===== src/rtl/seq_detector_param.sv =====
// ---------------------------------------------------------------------------
// seq_detector_param
//
// Parametrised serial sequence detector. Watches a 1-bit stream and flags
// each occurrence of a run-time programmable pattern of 1..MAX_LEN bits.
// Supports overlapping / non-overlapping matching, an optional registered
// match output, input qualification and a saturating match counter.
//
// Parameters:
//   MAX_LEN    - maximum pattern length in bits (>= 2)
//   LEN_W      - width of pat_len; 2**LEN_W must exceed MAX_LEN
//   CNT_W      - width of match_count
//   OUTPUT_REG - 0: z is combinational (same cycle as completing bit)
//                1: z is registered (one cycle after completing bit)
//
// Ports:
//   clock       in   single clock, rising edge
//   reset_n     in   asynchronous active-low reset
//   load        in   latch pattern/pat_len/overlap and restart detection
//   pattern     in   pattern bits; pattern[pat_len-1] is received first
//   pat_len     in   pattern length, valid range 1..MAX_LEN
//   overlap     in   1 = overlapping matches, 0 = a match consumes its bits
//   en          in   qualifier for x
//   x           in   serial data bit
//   z           out  one-cycle match pulse
//   match_count out  matches since reset/load, saturating
//   count_sat   out  high while match_count is all ones
// ---------------------------------------------------------------------------
module seq_detector_param #(
    parameter int MAX_LEN    = 8,
    parameter int LEN_W      = 4,
    parameter int CNT_W      = 8,
    parameter int OUTPUT_REG = 0
) (
    input  logic               clock,
    input  logic               reset_n,
    input  logic               load,
    input  logic [MAX_LEN-1:0] pattern,
    input  logic [LEN_W-1:0]   pat_len,
    input  logic               overlap,
    input  logic               en,
    input  logic               x,
    output logic               z,
    output logic [CNT_W-1:0]   match_count,
    output logic               count_sat
);

    localparam logic [LEN_W-1:0] FILL_MAX = LEN_W'(MAX_LEN);
    localparam logic [LEN_W-1:0] FILL_ONE = LEN_W'(1);
    localparam logic [LEN_W:0]   EXT_ONE  = (LEN_W+1)'(1);
    localparam logic [CNT_W-1:0] CNT_ONE  = CNT_W'(1);

    // Latched configuration
    logic [MAX_LEN-1:0] pat_q;
    logic [LEN_W-1:0]   len_q;
    logic               ov_q;

    // Detection state
    logic [MAX_LEN-2:0] hist_q;   // previously accepted bits, newest in LSB
    logic [LEN_W-1:0]   fill_q;   // number of valid history bits, saturating
    logic [CNT_W-1:0]   cnt_q;

    // Combinational match evaluation
    logic               accept;
    logic               len_ok;
    logic               fill_ok;
    logic               bits_ok;
    logic               match_cond;
    logic [MAX_LEN-1:0] window;
    logic [MAX_LEN-1:0] mask;
    logic [LEN_W:0]     fill_p1;

    always_comb begin
        accept  = en & ~load;
        // Candidate window: history followed by the bit being presented now.
        window  = {hist_q, x};

        // Only the low len_q bits of the window take part in the compare.
        mask = '0;
        for (int unsigned i = 0; i < MAX_LEN; i++) begin
            mask[i] = (i < 32'(len_q));
        end

        len_ok  = (len_q != '0) && (32'(len_q) <= MAX_LEN);
        // F >= L-1 rewritten as F+1 >= L to avoid underflow at L=0.
        fill_p1 = {1'b0, fill_q} + EXT_ONE;
        fill_ok = (fill_p1 >= {1'b0, len_q});
        bits_ok = (((window ^ pat_q) & mask) == '0);

        match_cond = accept & len_ok & fill_ok & bits_ok;
    end

    // Configuration registers
    always_ff @(posedge clock or negedge reset_n) begin
        if (!reset_n) begin
            pat_q <= '0;
            len_q <= '0;
            ov_q  <= 1'b0;
        end else if (load) begin
            pat_q <= pattern;
            len_q <= pat_len;
            ov_q  <= overlap;
        end
    end

    // History and fill counter
    always_ff @(posedge clock or negedge reset_n) begin
        if (!reset_n) begin
            hist_q <= '0;
            fill_q <= '0;
        end else if (load) begin
            hist_q <= '0;
            fill_q <= '0;
        end else if (en) begin
            hist_q <= window[MAX_LEN-2:0];
            // In non-overlap mode a match empties the fill count; the shifted
            // history bits stay but are masked until enough new bits arrive.
            if (match_cond && !ov_q) begin
                fill_q <= '0;
            end else if (fill_q < FILL_MAX) begin
                fill_q <= fill_q + FILL_ONE;
            end
        end
    end

    // Saturating match counter
    always_ff @(posedge clock or negedge reset_n) begin
        if (!reset_n) begin
            cnt_q <= '0;
        end else if (load) begin
            cnt_q <= '0;
        end else if (match_cond && (cnt_q != '1)) begin
            cnt_q <= cnt_q + CNT_ONE;
        end
    end

    assign match_count = cnt_q;
    assign count_sat   = (cnt_q == '1);

    // Output timing selection
    generate
        if (OUTPUT_REG != 0) begin : g_z_reg
            logic z_q;
            // match_cond is already 0 during a load cycle, so the flop clears.
            always_ff @(posedge clock or negedge reset_n) begin
                if (!reset_n) begin
                    z_q <= 1'b0;
                end else begin
                    z_q <= match_cond;
                end
            end
            assign z = z_q;
        end else begin : g_z_comb
            assign z = match_cond;
        end
    endgenerate

endmodule


===== config.mk =====
export PLATFORM = sky130hd
export DESIGN_NAME = seq_detector_param
export DESIGN_NICKNAME = d
export VERILOG_FILES = /design/src/rtl/seq_detector_param.sv
export SDC_FILE = /design/constraint.sdc
export NUM_CORES = 1
export LEC_CHECK = 0
export BUFFER_PORTS_ARGS = -buffer_cell sky130_fd_sc_hd__buf_2
export CELL_PAD_IN_SITES_DETAIL_PLACEMENT = 1
export CELL_PAD_IN_SITES_GLOBAL_PLACEMENT = 1
export CORE_MARGIN = 3
export CORE_UTILIZATION = 47
export CTS_CLUSTER_SIZE = 12
export DETAILED_ROUTE_END_ITERATION = 8
export PLACE_DENSITY_LB_ADDON = 0.12
export SYNTH_ARGS = -nofsm -noshare
export SYNTH_HDL_FRONTEND = slang
export SYNTH_SLANG_ARGS = --single-unit

===== constraint.sdc =====
create_clock -name clock -period 3.83 [get_ports clock]
set_clock_uncertainty 0.15 [all_clocks]
set_input_delay 0.766 -clock clock [delete_from_list [all_inputs] [get_ports clock]]
set_output_delay 0.766 -clock clock [all_outputs]
set_load 0.02 [all_outputs]

==> impl_results.md, run 1 <==
- Status: complete, no violations
- DIE HEIGHT: around 67 µm
- Post-synthesis sequential area ratio: roughly 46%
- FILL cells: 397
- Commonest cells in the netlist: dfrtp_1, mux2_2, nor2_1, mux2i_1, a21oi_1
- Post-DP HPWL: 2810 µm
- Pre-Repair DR Iteration Count: 4
- First-pass GRT wire length: slightly below 7000 µm
- FF+latch count, synth: 32
- Die Wd: 67.1 µm
- Post_cts resized: 0
- Post-DRT Antenna Nets: 0
- Total power: roughly 0.73 mW
- Yosys top cell by area: dfrtp_1
- Worst EP required: about 2.9 ns
- RSZ-0062 raised after global routing: false
- H-tree depth: 2
- Switching Share: approximately a quarter
- Pint: ~0.55 mW
- Synthesis warning total: 0
- Hold path start: ov_q
- Synthesized area per cell: 11.3 µm²
- Final TNS setup: 0 ns
- R2r setup slk: roughly 1.1 ns
- Hold endpoint: ov_q
- Depth of the worst hold-timing path: 1
- Share of Yosys cell area claimed by the top area cell type: 45.7%
- Worst setup SP type: flip-flop
- RR Endpoint: match_count[5]
- Slew of the pin with the lowest slew margin: 0.718 ns
- Total Nets Final: approximately 210
- Via count: 1,318
- Hold_buf cts: 0
- Gr ovfl total: 0
- Buf/Inv on CP: 2
- Pwr/cell area: 371 nW/µm²
- Worst path top cell family by delay: adder cells
- Top_reg_cell synth: dfrtp_1
- Psw: roughly 0.19 mW
- GP Congestion: about 0.76
- Initial Util: approximately half
- Final critical-path share of the clock period: 86.9%
- Max cap viols: 0
- Syn Std Cell Area: about 1800 µm²
- Synth area leaders: dfrtp_1, mux2_2, mux2i_1, ha_1, clkbuf_8
- Max_slew headroom: between 50% and 60%
- WL/cell: between 15 and 20 µm
- Total wire length: roughly 4000 µm
- Std cell rows: 21
- Kind of critical path: reg2out
- Pleak: roughly 0.94 nW
- Final setup fails: 0
- Critical Path Sink Type: primary output
- Most frequent cell after synthesis: dfrtp_1
- CTS buffer count: 5
- Cells after Synth: about 160
- DRC errors left: 0
- Number of vias per cell: between 5 and 6
- Register share of total power: a little over 50%
- CP arrival: around 2.4 ns
- Hold Crit Class: reg2reg
- Max FO, Critical Path: 16
- Core ar.: 3470 µm²
- Max Buffers Root-to-Sink: 2
- Final Hold Fails: 0
- Clock slew at reported path FFs: 0.07 ns
- Worst Reg-to-Reg Cells: 8
- CP cell instances: ha_1, xor2_1, ha_1, o21ai_0, o21a_1, nand4bb_4, inv_1, buf_2
- Initial antenna violation count: 0
- Root buffer cell: clkbuf_8
- CTS tree: done
- GRT Overall Usage: 20.9%
- Clock Sinks: 32
- Final Core Density: between 50% and 60%
- DRT iter0 DRCs: 31
- Die area: approximately 4500 µm²
- # diodes: 0
- Layout cell share with drive strength beyond 1: approximately 29%
- Final Critical Period: ~3.3 ns
- Post-CTS Setup Bufs: 0
- FFs w/ async S/R, synth: between 90% and 100%
- CP most frequent cell: ha_1
- EDFF count, synth: 0
- Post-synth cell types: 40
- Critical Path Max Stage Delay: 0.45 ns
- Port Buffers: 27
- Slowest cell on the critical path: dfrtp_1
- Layout area overhead: 12.4%
- Largest net degree at the start of global routing: 35
- Peak Freq: between 300 and 400 MHz
- Vias in the first global route: 1,390
- IO Pins: 28
- Worst r2r src: fill_q[0]
- Clock latency on the worst-skew pair: between 0.2 and 0.3 ns
- Clock power share: 36.5%
- Combinational share of power: approximately an eighth
- VDD IR-drop max: ~0.00028 V
- Max-slew violations: 0
- Post-Syn Nets: ~180
registers in the layout, summed over array words and instances, names as in the netlist:
| register | count |
|---|---|
| ov_q | 1 |
| hist_q | 7 |
| fill_q | 4 |
| pat_q | 8 |
| len_q | 4 |
| match_count | 8 |
area by class of cell:
type | instances | area, µm² | share of cell area (%)
Multi-Input combinational cell | 110 | 855 | 43.4
Inverter | 6 | 22.5 | 1.14
Clock buffer | 8 | 90.1 | 4.58
Timing Repair Buffer | 28 | 143 | 7.25
Tap cell | 46 | 57.6 | 2.92
Sequential cell | 32 | 801 | 40.7
stage by stage:
stage          area, µm²  std cells  hold slack [ns]  worst slack (ns)
3_3_place_gp        1880        222            0.352             0.943
2_1_floorplan       1750        155            0.320              1.21
6_report            1970        230            0.374             0.501
5_1_grt             1970        230            0.397             0.316
4_1_cts             1970        230            0.374             0.508
3_5_place_dp        1880        222            0.360             0.830
power groups by stage:
stage          sequential [mW]  combinational, mW  clock, mW
2_1_floorplan            0.373             0.0658          0
5_1_grt                  0.375              0.102      0.290
3_5_place_dp             0.378             0.0913          0
4_1_cts                  0.373             0.0928      0.274
3_3_place_gp             0.377             0.0858          0
6_report                 0.373             0.0911      0.267
layer usage:
| layer | vias to the layer above | wire length (µm) | part of all wire (%) | GRT usage (%) |
|---|---|---|---|---|
| li1 | 623 | - | - | - |
| met1 | 661 | 1760 | 44 | 25.1 |
| met2 | 24 | 1990 | 50 | 34.2 |
| met3 | 10 | 158 | 3.9 | 6.07 |
| met4 | 0 | 101 | 2.5 | 9.11 |
| met5 | - | 0 | 0 | 0 |
layout by cell type, fill, tap and decap left out, drive strengths merged, types with 2 or more instances in the layout:
master and instances:
nand2b 2, nor2 9, o21ai 7, mux2 10
nand2 5, and3 5, mux2i 8, buf 28
xnor2 5, nand3 5, a31oi 2, xor2 6
nor3 5, or4 3, o31ai 4, dfrtp 32
a211oi 3, inv 6, nor2b 2, a21oi 7
clkbuf 8, ha 6, or3 2
logic make-up (layout without fill, tap and decap cells):
kind of cell	Yosys count	after routing	share of synthesized area [%]
mux	18	18	11.0
simple gates	42	42	15.4
fa+ha+maj	6	6	4.29
buf+inv	13	42	5.50
compound gates	33	33	12.6
xor+xnor	11	11	5.50
flops	32	32	45.7
how the worst max path moves through the flow:
stage,slack [ns],cells past startpoint,endpoint,from
2_1_floorplan,1.21,7,z,fill_q[0]
3_3_place_gp,0.94,6,z,x
3_5_place_dp,0.83,8,z,fill_q[0]
4_1_cts,0.51,8,z,fill_q[0]
5_1_grt,0.32,8,z,fill_q[0]
6_report,0.50,8,z,fill_q[0]
No activity file was read; power rests on OpenSTA's default activity.
==> inputs of run 2 (changes only) <==
--- a/config.mk
+++ b/config.mk
@@ -13,6 +13,7 @@
 export CTS_CLUSTER_SIZE = 12
 export DETAILED_ROUTE_END_ITERATION = 8
 export PLACE_DENSITY_LB_ADDON = 0.12
+export RECOVER_POWER = 100
 export SYNTH_ARGS = -nofsm -noshare
 export SYNTH_HDL_FRONTEND = slang
 export SYNTH_SLANG_ARGS = --single-unit
==> run 2 against run 1 <==
  * Global-route usage did not move
  * The flow now finishes with violations (max-capacitance violations, max-slew violations)
  * Final area decreased by 1.0%
  * Worst hold slack lost 0.0016 ns
  * Largest cell class unchanged
  * Sequential cell count stayed put
  * Sequential share of layout area is 0.42 points higher
  * Total power fell by 0.15%
==> impl_results.md, run 2 (synthesized netlist as in run 1, its figures left out) <==
- Worst EP required: 2.91 ns
- Clock Sinks: 32
- WL/cell: approximately 17 µm
- GP Congestion: ~0.76
- Std cell rows: 21
- Final setup fails: 0
- Max FO, Critical Path: 16
- Worst setup SP type: flip-flop
- Post-CTS Setup Bufs: 0
- Post-DRT Antenna Nets: 0
- IO Pins: 28
- Final critical-path share of the clock period: 88.4%
- Final Hold Fails: 0
- Via count: between 1,000 and 1,500
- CTS tree: done
- Post_cts resized: 0
- Commonest non-fill, non-tap cells in the layout: dfrtp_1, clkbuf_1, buf_2
- Layout area overhead: 11.2%
- Core ar.: approximately 3500 µm²
- Layout cell share with drive strength beyond 1: a little over a fifth
- H-tree depth: 2
- Final Cell Area: around 1900 µm²
- Max cap viols: 2
- Psw: between 0.15 and 0.2 mW
- Switching Share: 25.3%
- Commonest non-fill, non-tap cell in the layout: dfrtp_1
- Root buffer cell: clkbuf_8
- Clock latency on the worst-skew pair: 0.29 ns
- Total wire length: 4010 µm
- Placed inst area: between 1500 and 2000 µm²
- Clock slew at reported path FFs: around 0.070 ns
- Critical Path Sink Type: primary output
- Clock power share: between 30 and 40%
- DRT iter0 DRCs: 35
- CTS buffer count: 5
- RSZ-0062 raised after global routing: false
- First-pass GRT wire length: 6780 µm
- Multi-input gate area: between 800 and 900 µm²
- Gr ovfl total: 0
- Final Critical Period: 3.38 ns
- Max-slew violations: 68
- Register Area: roughly 800 µm²
- Hold_buf cts: 0
- Violated checks: max-capacitance violations, max-slew violations
- Total power: 0.730 mW
- FILL cells: a little over 400
- Number of vias per cell: between 5 and 6
- Hold Crit Class: reg2reg
- Status: finished, violations left
- Pre-Repair DR Iteration Count: 4
- Die Wd: roughly 67 µm
- Largest net degree at the start of global routing: 35
- Final TNS setup: 0 ns
- Initial Util: between 50% and 60%
- Max_slew headroom: -13.5%
- Peak Freq: 295 MHz
- DIE HEIGHT: 67.1 µm
- Port Buffers: 27
- Pleak: approximately 0.89 nW
- CP arrival: ~2.5 ns
- Combinational share of power: around an eighth
- DRC errors left: 0
- Pwr/cell area: between 300 and 400 nW/µm²
- # diodes: 0
- Slew of the pin with the lowest slew margin: 1.70 ns
- Pint: between 0.5 and 0.6 mW
- VDD IR-drop max: around 0.00028 V
- Vias in the first global route: roughly 1,400
- Register share of total power: around 50%
- Initial antenna violation count: 0
- Max Buffers Root-to-Sink: 2
- Post-DP HPWL: about 2800 µm
- Die area: 4500 µm²
- GRT Overall Usage: between 20% and 30%
- Total Nets Final: 207
- Kind of critical path: reg2out
==> run 2: cell types whose count changed in the layout (fill, tap and decap cells not counted) <==
cell	change
clkbuf_1	+13
and3_2	-1
buf_4	-1
buf_2	-12
and3_1	+1
==> run 2: path summary, 6_finish.rpt <==
kind,startpoint,endpoint,slack [ns],cells after the start
worst max-delay path,fill_q[0],z,0.45,8
max in group asynchronous,reset_n,hist_q[1],1.78,1
worst max register to register,fill_q[0],match_count[5],1.07,8
min in group asynchronous,reset_n,pat_q[0],0.77,1
worst min-delay path,ov_q,ov_q,0.37,1
worst min register to register,ov_q,ov_q,0.37,1
==> run 2: per-layer routing <==
| layer | part of all wire (%) | track usage, % | up-vias |
|---|---|---|---|
| met4 | 2.5 | 9.11 | 0 |
| li1 | - | - | 623 |
| met5 | 0 | 0 | - |
| met3 | 4.0 | 6.07 | 10 |
| met2 | 50 | 34.2 | 24 |
| met1 | 44 | 25.1 | 655 |
==> run 2: area by class of cell <==
cell class              instances  area share [%]
multi-input cells             110            43.8
flip-flops and latches         32            41.1
repair buffers                 28            6.36
clock buffers                   8            4.62
well taps                      46            2.95
inverters                       6            1.16
==> run 2: critical path: stages (launching register included) <==
cell       delay [ns]
dfrtp_1          0.45
ha_1             0.28
xor2_1           0.17
ha_1             0.28
o21ai_0          0.09
o21a_1           0.18
nand4bb_4        0.32
inv_1            0.17
clkbuf_1         0.24
==> run 2: power by group through the flow <==
stage	registers, mW	clock network (mW)	logic [mW]
after floorplan	0.373	0	0.0658
final	0.373	0.267	0.0904
after CTS	0.373	0.274	0.0928
after global routing	0.375	0.290	0.102
after detailed placement	0.378	0	0.0913
after global placement	0.377	0	0.0858
==> run 2: per-stage QoR <==
stage	hold slack (ns)	instances	util, %	worst slack, ns
2_1_floorplan	0.320	155	-	1.21
3_3_place_gp	0.352	222	54.1	0.943
3_5_place_dp	0.360	222	54.1	0.830
4_1_cts	0.374	230	56.7	0.508
5_1_grt	0.397	230	56.2	0.244
6_report	0.373	230	56.2	0.445
==> inputs of run 3 (changes only) <==
--- a/config.mk
+++ b/config.mk
@@ -10,6 +10,7 @@
 export CELL_PAD_IN_SITES_GLOBAL_PLACEMENT = 1
 export CORE_MARGIN = 3
 export CORE_UTILIZATION = 47
+export CTS_BUF_LIST = sky130_fd_sc_hd__clkbuf_4 sky130_fd_sc_hd__clkbuf_8 sky130_fd_sc_hd__clkbuf_16
 export CTS_CLUSTER_SIZE = 12
 export DETAILED_ROUTE_END_ITERATION = 8
 export PLACE_DENSITY_LB_ADDON = 0.12
==> run 3 against run 2 <==
  * The flow still finishes with violations (max-capacitance violations, max-slew violations)
  * Fmax is 0.10% higher
  * Non-clock buffer count stayed put
  * Clock power is 4% higher
  * Final cell count stayed put
  * Critical path depth stayed put
  * Die area stayed put
  * Core utilization is 0.22 points higher
  * Sequential share of layout area is 0.16 points lower
  * Combinational power hardly changed
  * Worst hold slack better by 0.0040 ns
==> impl_results.md, run 3 (synthesized netlist as in run 1, its figures left out) <==
- Status: finished, violations left
- Violated checks: max-capacitance violations, max-slew violations
- GRT Overall Usage: about a fifth
- Slowest cell on the critical path: dfrtp_1
- Root buffer cell: clkbuf_8
- Core ar.: around 3500 µm²
- Hold Crit Class: reg2reg
- CP arrival: roughly 2.5 ns
- RSZ-0062 raised after global routing: false
- First-pass GRT wire length: around 6800 µm
- DIE HEIGHT: ~67 µm
- Vias in the first global route: 1,394
- Die area: ~4500 µm²
- # diodes: 0
- Number of vias per cell: 5.69
- Clock Sinks: 32
- DRC errors left: 0
- Post-DP HPWL: ~2800 µm
- Via count: roughly 1,300
- H-tree depth: 2
- Initial antenna violation count: 0
- Pre-Repair DR Iteration Count: 4
- Depth of the worst hold-timing path: 1
- Commonest non-fill, non-tap cells in the layout: dfrtp_1, buf_2, clkbuf_1
- Hold path start: pat_q[3]
- Final critical-path share of the clock period: between 80% and 90%
- Worst EP required: 2.91 ns
- Layout cell share with drive strength beyond 1: between 20 and 25%
- Max_slew headroom: -13.7%
- R2r setup slk: roughly 1.1 ns
- Total wire length: ~4000 µm
- Hold endpoint: pat_q[3]
- Placed Cells: 222
- Worst r2r src: fill_q[0]
- Initial Util: 50.5%
- VDD IR-drop max: between 0.0002 and 0.0003 V
- Total Nets Final: 207
- Pwr/cell area: between 300 and 400 nW/µm²
- Critical Path Sink Type: primary output
- Worst setup SP type: flip-flop
- Post-DRT Antenna Nets: 0
- Max FO, Critical Path: 16
- Register Area: around 800 µm²
- Max cap viols: 2
- Commonest non-fill, non-tap cell in the layout: dfrtp_1
- Post_cts resized: 0
- Critical Path Max Stage Delay: 0.45 ns
- Final TNS setup: 0 ns
- Post-CTS Setup Bufs: 0
- Max-slew violations: 68
- Die Wd: 67.1 µm
- Final Critical Period: 3.38 ns
- CP cell instances: ha_1, xor2_1, ha_1, o21ai_0, o21a_1, nand4bb_4, inv_1, clkbuf_1
- Final setup fails: 0
- Clock slew at reported path FFs: approximately 0.06 ns
- WL/cell: 17.3 µm
- Multi-input gate area: roughly 850 µm²
- Clock latency on the worst-skew pair: around 0.28 ns
- Peak Freq: around 300 MHz
- GP Congestion: ~0.76
- CP most frequent cell: ha_1
- Pleak: 0.893 nW
- CTS tree: done
- Max Buffers Root-to-Sink: 2
- Port Buffers: 27
- Worst Reg-to-Reg Cells: 8
- Hold_buf cts: 0
- Slew of the pin with the lowest slew margin: between 1.5 and 2 ns
- Std cell rows: 21
- IO Pins: 28
- Finished Layout Cells: 230
- DRT iter0 DRCs: 26
- CTS buffer count: 5
- CP Launch Point: fill_q[0]
- FILL cells: slightly above 400
- Layout area overhead: 11.6%
- Gr ovfl total: 0
- RR Endpoint: match_count[5]
- Final Hold Fails: 0
- Largest net degree at the start of global routing: 35
- Kind of critical path: reg2out
run 3: stage by stage:
stage,hold slack [ns],cell area [µm²],power [mW],utilization [%],setup slack [ns]
6_report,0.377,1960,0.742,56.4,0.449
3_3_place_gp,0.352,1880,0.463,54.1,0.943
3_5_place_dp,0.360,1880,0.469,54.1,0.830
5_1_grt,0.397,1960,0.780,56.4,0.261
2_1_floorplan,0.320,1750,0.439,-,1.21
4_1_cts,0.374,1980,0.752,57.0,0.509
run 3: area by class of cell:
cell class                      count  area share [%]
Sequential cell                    32            40.9
Inverter                            6            1.15
Multi-Input combinational cell    110            43.6
Tap cell                           46            2.94
Clock buffer                        8            4.99
Timing Repair Buffer               28            6.33
run 3: power by group:
part           switching [mW]  leakage (nW)  total [mW]  internal [mW]
clock network           0.118        0.0523       0.279          0.161
registers              0.0184         0.417       0.373          0.354
logic                  0.0458         0.424      0.0904         0.0445
run 3: worst max path at each step:
stage / end / slack, ns / cells after the start
2_1_floorplan: z / 1.21 / 7
3_3_place_gp: z / 0.94 / 6
3_5_place_dp: z / 0.83 / 8
4_1_cts: z / 0.51 / 8
5_1_grt: z / 0.26 / 8
6_report: z / 0.45 / 8
run 3: worst max-delay path, delay by kind of cell, from the launching register on:
kind            cells  cell delay [ns]
xor+xnor            1             0.17
flops               1             0.45
simple gates        1             0.32
buf+inv             2             0.42
fa+ha+maj           2             0.56
compound gates      2             0.27
run 3: metal layers:
| metal | share of wire (%) | track usage (%) |
|---|---|---|
| met5 | 0 | 0 |
| met4 | 2.7 | 9.11 |
| met3 | 3.2 | 6.07 |
| met2 | 51 | 34.5 |
| met1 | 43 | 24.8 |
